## src/rtl/mesh_pkg.sv

```systemverilog
// ============================================================================
// Module      : mesh_pkg
// Description : Shared defaults and types for the mesh edge interfaces.
// Revision    : 1.0 - initial release
// ============================================================================
`default_nettype none

package mesh_pkg;

    // Default data word width and systolic capture depth
    localparam int DEFAULT_DATA_W = 32;
    localparam int DEFAULT_DEPTH  = 4;

    // Number of words captured in scalar mode
    localparam int SCALAR_WORDS   = 2;

    // Egress capture sequencer states
    typedef enum logic [2:0] {
        IDLE    = 3'd0,
        WAIT    = 3'd1,
        CAPTURE = 3'd2,
        PRESENT = 3'd3,
        DONE    = 3'd4
    } oi_state_t;

endpackage : mesh_pkg

`default_nettype wire

```

## src/rtl/row_delay_counter.sv

```systemverilog
// ============================================================================
// Module      : row_delay_counter
// Description : Loadable down-counter used to de-skew a mesh row. After a
//               start with delay D, expired is high for exactly one cycle,
//               D cycles after the start cycle. A delay of 0 never expires.
// Revision    : 1.0 - initial release
// ============================================================================
`default_nettype none

module row_delay_counter #(
    parameter int DELAY_W = 4
) (
    input  logic               clk,
    input  logic               reset,
    input  logic               start,
    input  logic [DELAY_W-1:0] delay,
    output logic               expired
);

    logic [DELAY_W-1:0] r_count;

    // Load on start, then count down and park at zero
    always_ff @(posedge clk) begin
        if (reset) begin
            r_count <= '0;
        end else if (start) begin
            r_count <= delay;
        end else if (r_count != '0) begin
            r_count <= r_count - DELAY_W'(1);
        end
    end

    // The last waiting cycle is the one where the count shows 1
    assign expired = (r_count == DELAY_W'(1));

endmodule : row_delay_counter

`default_nettype wire

```

## src/rtl/output_interface.sv

```systemverilog
// ============================================================================
// Module      : output_interface
// Description : East-edge egress block of one mesh row. Waits delay_row
//               cycles after load, captures 2 scalar words or DEPTH systolic
//               words on edge_trigger, presents them with store_valid /
//               store_ready and pulses done once after the handshake.
// Revision    : 1.0 - initial release
// ============================================================================
`default_nettype none

module output_interface
    import mesh_pkg::*;
#(
    parameter int DATA_W  = DEFAULT_DATA_W,
    parameter int DEPTH   = DEFAULT_DEPTH,
    parameter int DELAY_W = 4
) (
    input  logic                         clk,
    input  logic                         reset,
    input  logic                         load,
    input  logic [DELAY_W-1:0]           delay_row,
    input  logic                         systolic,
    input  logic [DATA_W-1:0]            data_input_east,
    input  logic                         edge_trigger,
    output logic [DATA_W-1:0]            data_output_1,
    output logic [DATA_W-1:0]            data_output_2,
    output logic [DEPTH-1:0][DATA_W-1:0] systolic_outputs,
    output logic                         store_valid,
    input  logic                         store_ready,
    output logic                         done,
    output logic                         overrun
);

    localparam int               CNT_W    = $clog2(DEPTH) + 1;
    localparam logic [CNT_W-1:0] SYS_LAST = CNT_W'(DEPTH - 1);
    localparam logic [CNT_W-1:0] SCL_LAST = CNT_W'(SCALAR_WORDS - 1);

    oi_state_t                   r_state;
    oi_state_t                   w_next_state;
    logic                        r_systolic;
    logic [CNT_W-1:0]            r_count;
    logic                        r_overrun;
    logic [DATA_W-1:0]           r_data_1;
    logic [DATA_W-1:0]           r_data_2;
    logic [DEPTH-1:0][DATA_W-1:0] r_sys;

    logic                        w_load_accept;
    logic                        w_capture;
    logic                        w_last_word;
    logic                        w_expired;

    // load is honoured only while idle; everything else ignores it
    assign w_load_accept = (r_state == IDLE) && load;
    assign w_capture     = (r_state == CAPTURE) && edge_trigger;
    assign w_last_word   = (r_count == (r_systolic ? SYS_LAST : SCL_LAST));

    // De-skew timer, armed by the accepted load with the live delay_row value
    row_delay_counter #(
        .DELAY_W (DELAY_W)
    ) u_row_delay_counter (
        .clk     (clk),
        .reset   (reset),
        .start   (w_load_accept),
        .delay   (delay_row),
        .expired (w_expired)
    );

    // State register
    always_ff @(posedge clk) begin
        if (reset) begin
            r_state <= IDLE;
        end else begin
            r_state <= w_next_state;
        end
    end

    // Next-state logic
    always_comb begin
        w_next_state = r_state;
        case (r_state)
            IDLE: begin
                if (load) begin
                    w_next_state = (delay_row != '0) ? WAIT : CAPTURE;
                end
            end
            WAIT: begin
                if (w_expired) begin
                    w_next_state = CAPTURE;
                end
            end
            CAPTURE: begin
                if (edge_trigger && w_last_word) begin
                    w_next_state = PRESENT;
                end
            end
            PRESENT: begin
                // store_valid is always high here, so ready alone completes
                if (store_ready) begin
                    w_next_state = DONE;
                end
            end
            DONE: begin
                w_next_state = IDLE;
            end
            default: begin
                w_next_state = IDLE;
            end
        endcase
    end

    // Handshake outputs decoded from the state
    always_comb begin
        store_valid = 1'b0;
        done        = 1'b0;
        if (r_state == PRESENT) begin
            store_valid = 1'b1;
        end
        if (r_state == DONE) begin
            done = 1'b1;
        end
    end

    // Mode latch, capture count and word slots
    always_ff @(posedge clk) begin
        if (reset) begin
            r_systolic <= 1'b0;
            r_count    <= '0;
            r_data_1   <= '0;
            r_data_2   <= '0;
            r_sys      <= '0;
        end else if (w_load_accept) begin
            r_systolic <= systolic;
            r_count    <= '0;
        end else if (w_capture) begin
            r_count <= r_count + CNT_W'(1);
            if (r_systolic) begin
                for (int k = 0; k < DEPTH; k++) begin
                    if (r_count == CNT_W'(k)) begin
                        r_sys[k] <= data_input_east;
                    end
                end
            end else if (r_count == '0) begin
                r_data_1 <= data_input_east;
            end else begin
                r_data_2 <= data_input_east;
            end
        end
    end

    // Sticky overrun: a dropped word sets it, even in the cycle a load is taken
    always_ff @(posedge clk) begin
        if (reset) begin
            r_overrun <= 1'b0;
        end else if (edge_trigger && (r_state != CAPTURE)) begin
            r_overrun <= 1'b1;
        end else if (w_load_accept) begin
            r_overrun <= 1'b0;
        end
    end

    assign data_output_1    = r_data_1;
    assign data_output_2    = r_data_2;
    assign systolic_outputs = r_sys;
    assign overrun          = r_overrun;

endmodule : output_interface

`default_nettype wire

```

## config.mk

```make
export PLATFORM = sky130hd
export DESIGN_NAME = output_interface
export DESIGN_NICKNAME = d
export VERILOG_FILES = /design/src/rtl/mesh_pkg.sv /design/src/rtl/row_delay_counter.sv /design/src/rtl/output_interface.sv
export SDC_FILE = /design/constraint.sdc
export NUM_CORES = 1
export LEC_CHECK = 0
export CORE_ASPECT_RATIO = 1.1
export CORE_MARGIN = 10
export CORE_UTILIZATION = 39
export DETAILED_ROUTE_END_ITERATION = 7
export HOLD_SLACK_MARGIN = 0.06
export PLACE_DENSITY_LB_ADDON = 0.1
export SLEW_MARGIN = 20
export SYNTH_ARGS = -nofsm -noshare
export SYNTH_HDL_FRONTEND = slang
export SYNTH_SLANG_ARGS = --single-unit
export TNS_END_PERCENT = 100
```

## constraint.sdc

```tcl
create_clock -name clk -period 2.25 [get_ports clk]
set_input_delay 0.45 -clock clk [delete_from_list [all_inputs] [get_ports clk]]
set_output_delay 0.45 -clock clk [all_outputs]
set_load 0.05 [all_outputs]
```

==> run_results.csv, run 1 <==
group,metric,value,unit
clock_tree,cts_buffers,22,
sta,period_share,0.961,
logic_synthesis,synth-seq-cells,204,
floorplanning,core,0.0207,sq mm
place,gp_congestion,0.789,
logic_synthesis,syn_avg_cell_area,8.42,sq um
route,drtIter0Drc,747,
route,wirelength,30.9,mm
clock_tree,post_cts_buffers,0,
global_routing,antenna_found_initial,0,
sta,setup_ws,0.0876,ns
place,dp_hpwl,20.3,mm
logic_synthesis,synth_top_family_by_area,"compound AO/OA/AOI/OAI gates",
hold_path,hp-class,"in -> reg",
setup_path,crit_chain,"clkdlybuf4s50_1",
hold_path,min_to,"systolic_outputs[26]",
global_routing,grt-ovfl-total,0,
logic_synthesis,synth_ff_type,"dfxtp_1",
clock_tree,clkTransAtPathRegs,0.06,ns
logic_synthesis,async_reset_ff_frac,0,
hold_path,hp-start,"reset",
clock_tree,clock_sinks,204,
logic_synthesis,synth_cell_type_count,40,
floorplanning,rows,55,
route,drt-vias-per-instance,5.66,
sta,rsz0062_at_grt,"false",
logic_synthesis,synth_edf_count,0,
logic_synthesis,synth_top_area_share,0.493,
sta,finalSetupViolations,0,
logic_synthesis,synth_nets,1033,
logic_synthesis,yosysWarnings,0,
logic_synthesis,synth_xor_xnor_area_share,0.00318,
route,wire_per_inst,21.2,um
floorplanning,dieArea,0.0275,sq mm
setup_path,critPathRequiredTime,1.80,ns
power_and_ir_drop,power_density,815,mW/mm^2
setup_path,worstRegToRegCells,5,
sta,tightest_slew,1.11,ns
sta,fin_crit,2.16,ns
floorplanning,fp.dieH,173,um
route,ant_nets,0,
cells_and_area,fillCellCount,1880,
clock_tree,cts.repair.resized,0,
power_and_ir_drop,irDropWorstVdd,0.552,mV
logic_synthesis,ys_seq_area_frac,0.493,
setup_path,crit_path_max_incr_delay,0.84,ns
route,via_count,8226,
setup_path,arrival,1.71,ns
clock_tree,clk_latency,0.49,ns
place,pre_cts_slack,0.134,ns
route,drc,0,
global_routing,first_global_vias,7731,
floorplanning,start_util,0.400,
logic_synthesis,synth_compound_area_frac,0.253,
cells_and_area,nNetsFinal,1206,
sta,drv_slew,0,
route,drtPass1Iterations,7,
place,place.port_buffers,236,
clock_tree,clock_path_buffers,3,
setup_path,critPathMaxFanout,2,
global_routing,grt_start_max_net_pins,78,
global_routing,grt_first_pass_wirelength,47.7,mm
cells_and_area,drive_above_1_share,0.0693,
setup_path,r2r-start,"r_count[0]",
logic_synthesis,synth_fa_ha_area_frac,0.0121,
job,cap_violations,0,
clock_tree,root_buffer,"clkbuf_16",
sta,fin_worst_skew,0.00732,ns
setup_path,critPathKind,"reg -> out",
logic_synthesis,synthCells,983,
sta,fmax,462,MHz
setup_path,r2r_end,"data_output_2[17]",
floorplanning,ios,237,
global_routing,grt_use_total,0.210,
logic_synthesis,synth_area_leaders,"dfxtp_1 (49%), a21oi_1 (12%), nand3_1 (9.8%), o21ai_0 (9.7%), clkbuf_1 (3.5%)",
sta,hold_violations,0,
outcome,outcome,"complete, no violations",
cells_and_area,syn2layout_area_growth,39.4,%
setup_path,cp-start-kind,"flop",
setup_path,crit_start,"systolic_outputs[127]",
setup_path,cp_top_family,"buffers and inverters",
logic_synthesis,synth-simple-area-share,0.162,
logic_synthesis,yosysTopAreaCell,"dfxtp_1",
setup_path,end_kind,"primary output",
power_and_ir_drop,leakagePower,3.65,nW
sta,tns,0,ns
sta,slew_headroom,0.262,
logic_synthesis,netlist_area,0.00828,sq mm
floorplanning,die_w,159,um
hold_path,worstHoldPathCells,2,
logic_synthesis,synth_mux_area_frac,0.00121,
clock_tree,cts_tree,"built",
setup_path,crit_path_top_delay_cell,"clkdlybuf4s50_1",
cells_and_area,diodes,0,
clock_tree,hold_buffers,0,
clock_tree,cts.htree.levels,1,
setup_path,rrSetupSlack,0.37,ns
setup_path,path_buf_inv,1,
[how the worst max path moves through the flow]
stage	end	slack [ns]	cells after the start
2_1_floorplan	done	0.14	2
3_3_place_gp	systolic_outputs[57]	0.16	6
3_5_place_dp	systolic_outputs[113]	0.13	6
4_1_cts	systolic_outputs[127]	0.05	1
5_1_grt	data_output_1[21]	0.04	1
6_report	systolic_outputs[127]	0.09	1
[registers in the layout, summed over array words and instances (netlist names)]
signal	cells
data_output_1	32
data_output_2	32
overrun	1
r_count	3
r_state	3
r_systolic	1
systolic_outputs	128
u_row_delay_counter.r_count	4
[cell type report]
| cell class | count | area (sq um) | area share |
|---|---|---|---|
| multi-input cells | 653 | 3600 | 0.312 |
| clock inverters | 5 | 52.6 | 0.00456 |
| clock buffers | 32 | 669 | 0.0580 |
| repair buffers | 268 | 2750 | 0.238 |
| flip-flops and latches | 204 | 4090 | 0.354 |
| well taps | 285 | 357 | 0.0309 |
| inverters | 7 | 26.3 | 0.00228 |
[power by group]
| part | internal (W) | leakage (nW) | switching [W] |
|---|---|---|---|
| Combinational | 0.000628 | 1.65 | 0.00132 |
| Sequential | 0.00373 | 1.65 | 0.000146 |
| Clock | 0.00217 | 0.356 | 0.00142 |
[per-layer routing]
layer / up-vias / GRT usage / part of all wire
li1: 3924 / - / -
met1: 3959 / 0.267 / 0.42
met2: 313 / 0.343 / 0.48
met3: 30 / 0.0629 / 0.085
met4: 0 / 0.0487 / 0.016
met5: - / 0 / 0
[metrics by stage]
step           cells  hold slack [ns]  total power, W  cell area (sq um)   util
2_1_floorplan    983            0.478         0.00521               8280      -
3_3_place_gp    1417            0.457         0.00588              10800  0.522
3_5_place_dp    1417            0.462         0.00588              10800  0.522
5_1_grt         1454            0.265         0.00979              11500  0.557
6_report        1454            0.268         0.00940              11500  0.557
4_1_cts         1454            0.261         0.00946              11500  0.557
[worst register-to-register path, delay by kind of cell (launching register included)]
family | cells | cell delay (ns)
buffers and inverters | 1 | 0.13
DFF | 1 | 0.36
adders and majority gates | 1 | 0.27
AOI/OAI and AO/OA | 2 | 0.31
and+or+nand+nor | 1 | 0.75
[cells by family (layout without fill, tap and decap cells)]
| family | after synthesis | count (layout) |
|---|---|---|
| buffers and inverters | 126 | 312 |
| adder cells (fa/ha/maj) | 8 | 8 |
| AND/OR/NAND/NOR | 243 | 243 |
| multiplexers | 1 | 1 |
| AO/OA/AOI/OAI | 398 | 398 |
| flip-flops | 204 | 204 |
| XOR/XNOR | 3 | 3 |
[Yosys cell counts (2+ instances only)]
cell	instances
a211oi_1	2
a21oi_1	198
and3b_1	4
buf_1	2
buf_2	20
buf_4	6
buf_6	13
clkbuf_1	77
dfxtp_1	204
ha_1	8
inv_1	7
nand2_1	11
nand2b_1	2
nand3_1	162
nand3b_1	4
nand4_1	33
nor2_1	7
nor3_1	3
nor4_1	3
nor4b_1	2
o21ai_0	161
o31ai_1	32
or3b_2	3
or4b_1	2
xor2_1	2
[cells in the final DEF, fill, tap and decap left out, drive strengths merged, types with 2 or more instances in the layout]
cell / count
clkdlybuf4s50: 232
dfxtp: 204
a21oi: 198
nand3: 162
o21ai: 161
buf: 36
nand4: 33
o31ai: 32
clkbuf: 32
nand2: 11
ha: 8
inv: 7
nor2: 7
nand3b: 4
and3b: 4
nor3: 3
nor4: 3
clkinv: 3
or3b: 3
nand2b: 2
or4b: 2
nor4b: 2
xor2: 2
a211oi: 2
No activity file was read; power rests on OpenSTA's default activity.
==> run 2, diff against run 1 <==
--- a/config.mk
+++ b/config.mk
@@ -10,7 +10,7 @@
 export CORE_UTILIZATION = 39
 export DETAILED_ROUTE_END_ITERATION = 7
 export HOLD_SLACK_MARGIN = 0.06
-export PLACE_DENSITY_LB_ADDON = 0.1
+export PLACE_DENSITY = 0.7
 export SLEW_MARGIN = 20
 export SYNTH_ARGS = -nofsm -noshare
 export SYNTH_HDL_FRONTEND = slang
==> run_results.csv, run 2 (synthesis results as in run 1) <==
group,metric,value,unit
outcome,outcome,"complete, no violations",
power_and_ir_drop,leakagePower,3.65,nW
place,placed_area,0.0108,sq mm
setup_path,end_kind,"primary output",
sta,period_share,0.975,
clock_tree,cts_buffers,22,
cells_and_area,fillCellCount,1938,
route,wire_per_inst,21.3,um
place,dp_hpwl,20.4,mm
cells_and_area,diodes,0,
job,cap_violations,0,
clock_tree,clock_sinks,204,
hold_path,hp-class,"in -> reg",
place,pre_cts_slack,0.108,ns
route,drc,0,
global_routing,first_global_vias,7920,
setup_path,critPathRequiredTime,1.80,ns
cells_and_area,syn2layout_area_growth,39.2,%
setup_path,cp_top_family,"buffers and inverters",
route,via_count,8412,
sta,fin_crit,2.19,ns
cells_and_area,nNetsFinal,1206,
cells_and_area,drive_above_1_share,0.0708,
route,wirelength,31.0,mm
setup_path,cp-start-kind,"flop",
clock_tree,root_buffer,"clkbuf_16",
route,drt-vias-per-instance,5.77,
setup_path,crit_path_max_incr_delay,0.90,ns
place,gp_congestion,0.846,
setup_path,crit_path_top_delay_cell,"clkdlybuf4s50_1",
power_and_ir_drop,totalPowerFinal,0.00950,W
route,drtPass1Iterations,5,
place,dp_cells,1417,
global_routing,grt_use_total,0.209,
cells_and_area,final_design_area_no_fill,0.0115,sq mm
global_routing,grt_start_max_net_pins,68,
clock_tree,clkTransAtPathRegs,0.06,ns
clock_tree,post_cts_buffers,0,
cells_and_area,layout_common_cells,"clkdlybuf4s50_1 (233), dfxtp_1 (202), a21oi_1 (198)",
route,drtIter0Drc,681,
floorplanning,fp.dieH,173,um
route,ant_nets,0,
cells_and_area,largest_register_ffs,128,
floorplanning,dieArea,0.0275,sq mm
cells_and_area,final_common_cell,"clkdlybuf4s50_1",
clock_tree,cts_tree,"built",
sta,slew_headroom,0.259,
setup_path,critPathMaxFanout,2,
clock_tree,clk_latency,0.52,ns
cells_and_area,final_cells,1457,
global_routing,grt-ovfl-total,0,
setup_path,arrival,1.74,ns
setup_path,path_buf_inv,1,
sta,tns,0,ns
clock_tree,clock_path_buffers,3,
power_and_ir_drop,power_density,825,mW/mm^2
sta,rsz0062_at_grt,"false",
setup_path,crit_chain,"clkdlybuf4s50_1",
floorplanning,ios,237,
place,place.port_buffers,236,
sta,fin_worst_skew,0.0179,ns
power_and_ir_drop,irDropWorstVdd,0.577,mV
floorplanning,rows,55,
floorplanning,start_util,0.400,
sta,tightest_slew,1.11,ns
sta,fmax,456,MHz
setup_path,critPathKind,"reg -> out",
global_routing,grt_first_pass_wirelength,47.4,mm
clock_tree,cts.htree.levels,1,
sta,finalSetupViolations,0,
floorplanning,core,0.0207,sq mm
global_routing,antenna_found_initial,0,
sta,drv_slew,0,
floorplanning,die_w,159,um
sta,hold_violations,0,
sta,setup_ws,0.0570,ns
[run 2: cell count changes in the layout (fill, tap and decap cells not counted), sizes merged]
cell,delta
bufinv,+1
clkdlybuf4s50,+1
buf,-1
clkinvlp,+1
clkinv,+6
clkbuf,-5
[run 2: final timing paths]
| path | slack, ns | cells past startpoint | from | endpoint |
|---|---|---|---|---|
| max reg2reg | 0.18 | 5 | r_count[0] | data_output_1[21] |
| min | 0.36 | 2 | reset | u_row_delay_counter.r_count[1] |
| max | 0.06 | 1 | data_output_2[18] | data_output_2[18] |
| min reg2reg | 0.47 | 2 | data_output_2[18] | data_output_2[18] |
[run 2: stage by stage]
step                 util  hold WS, ns
detailed placement  0.520        0.463
finish              0.556        0.355
global route        0.556        0.371
floorplan               -        0.478
global placement    0.520        0.454
CTS                 0.556        0.355
[run 2: worst register-to-register path, stage by stage, from the launching register on]
cell	delay, ns
dfxtp_1	0.35
inv_1	0.11
ha_1	0.29
or3b_2	0.79
o21ai_0	0.29
a21oi_1	0.10
[run 2: area by class of cell]
cell class              instances  area, sq um  area share
clock inverters                13          135      0.0117
well taps                     285          357      0.0309
clock buffers                  27          609      0.0529
inverters                       7         26.3     0.00228
multi-input cells             653         3580       0.311
flip-flops and latches        204         4090       0.355
repair buffers                268         2720       0.236
[run 2: where the power goes]
group / total (W) / internal, W / switching (W)
sequential: 0.00389 / 0.00373 / 0.000162
combinational: 0.00189 / 0.000602 / 0.00129
clock: 0.00371 / 0.00217 / 0.00155
total: 0.00950 / 0.00650 / 0.00300
[run 2: per-layer routing]
layer,track usage,part of all wire,routed length (um)
met1,0.259,0.40,12500
met2,0.331,0.46,14400
met3,0.0698,0.099,3070
met4,0.0788,0.035,1070
met5,0,0,0
[run 2: repair_timing]
action                     CTS  global route
setup endpoints to repair    0             1
resized for setup            0             1
hold buffers                 0             0
hold endpoints to repair     0             0
==> run 3, diff against run 2 <==
--- a/config.mk
+++ b/config.mk
@@ -5,6 +5,7 @@
 export SDC_FILE = /design/constraint.sdc
 export NUM_CORES = 1
 export LEC_CHECK = 0
+export CAP_MARGIN = 20
 export CORE_ASPECT_RATIO = 1.1
 export CORE_MARGIN = 10
 export CORE_UTILIZATION = 39
==> results of run 3 <==
No change in the layout: final DEF, timing and power equal those of run 2.
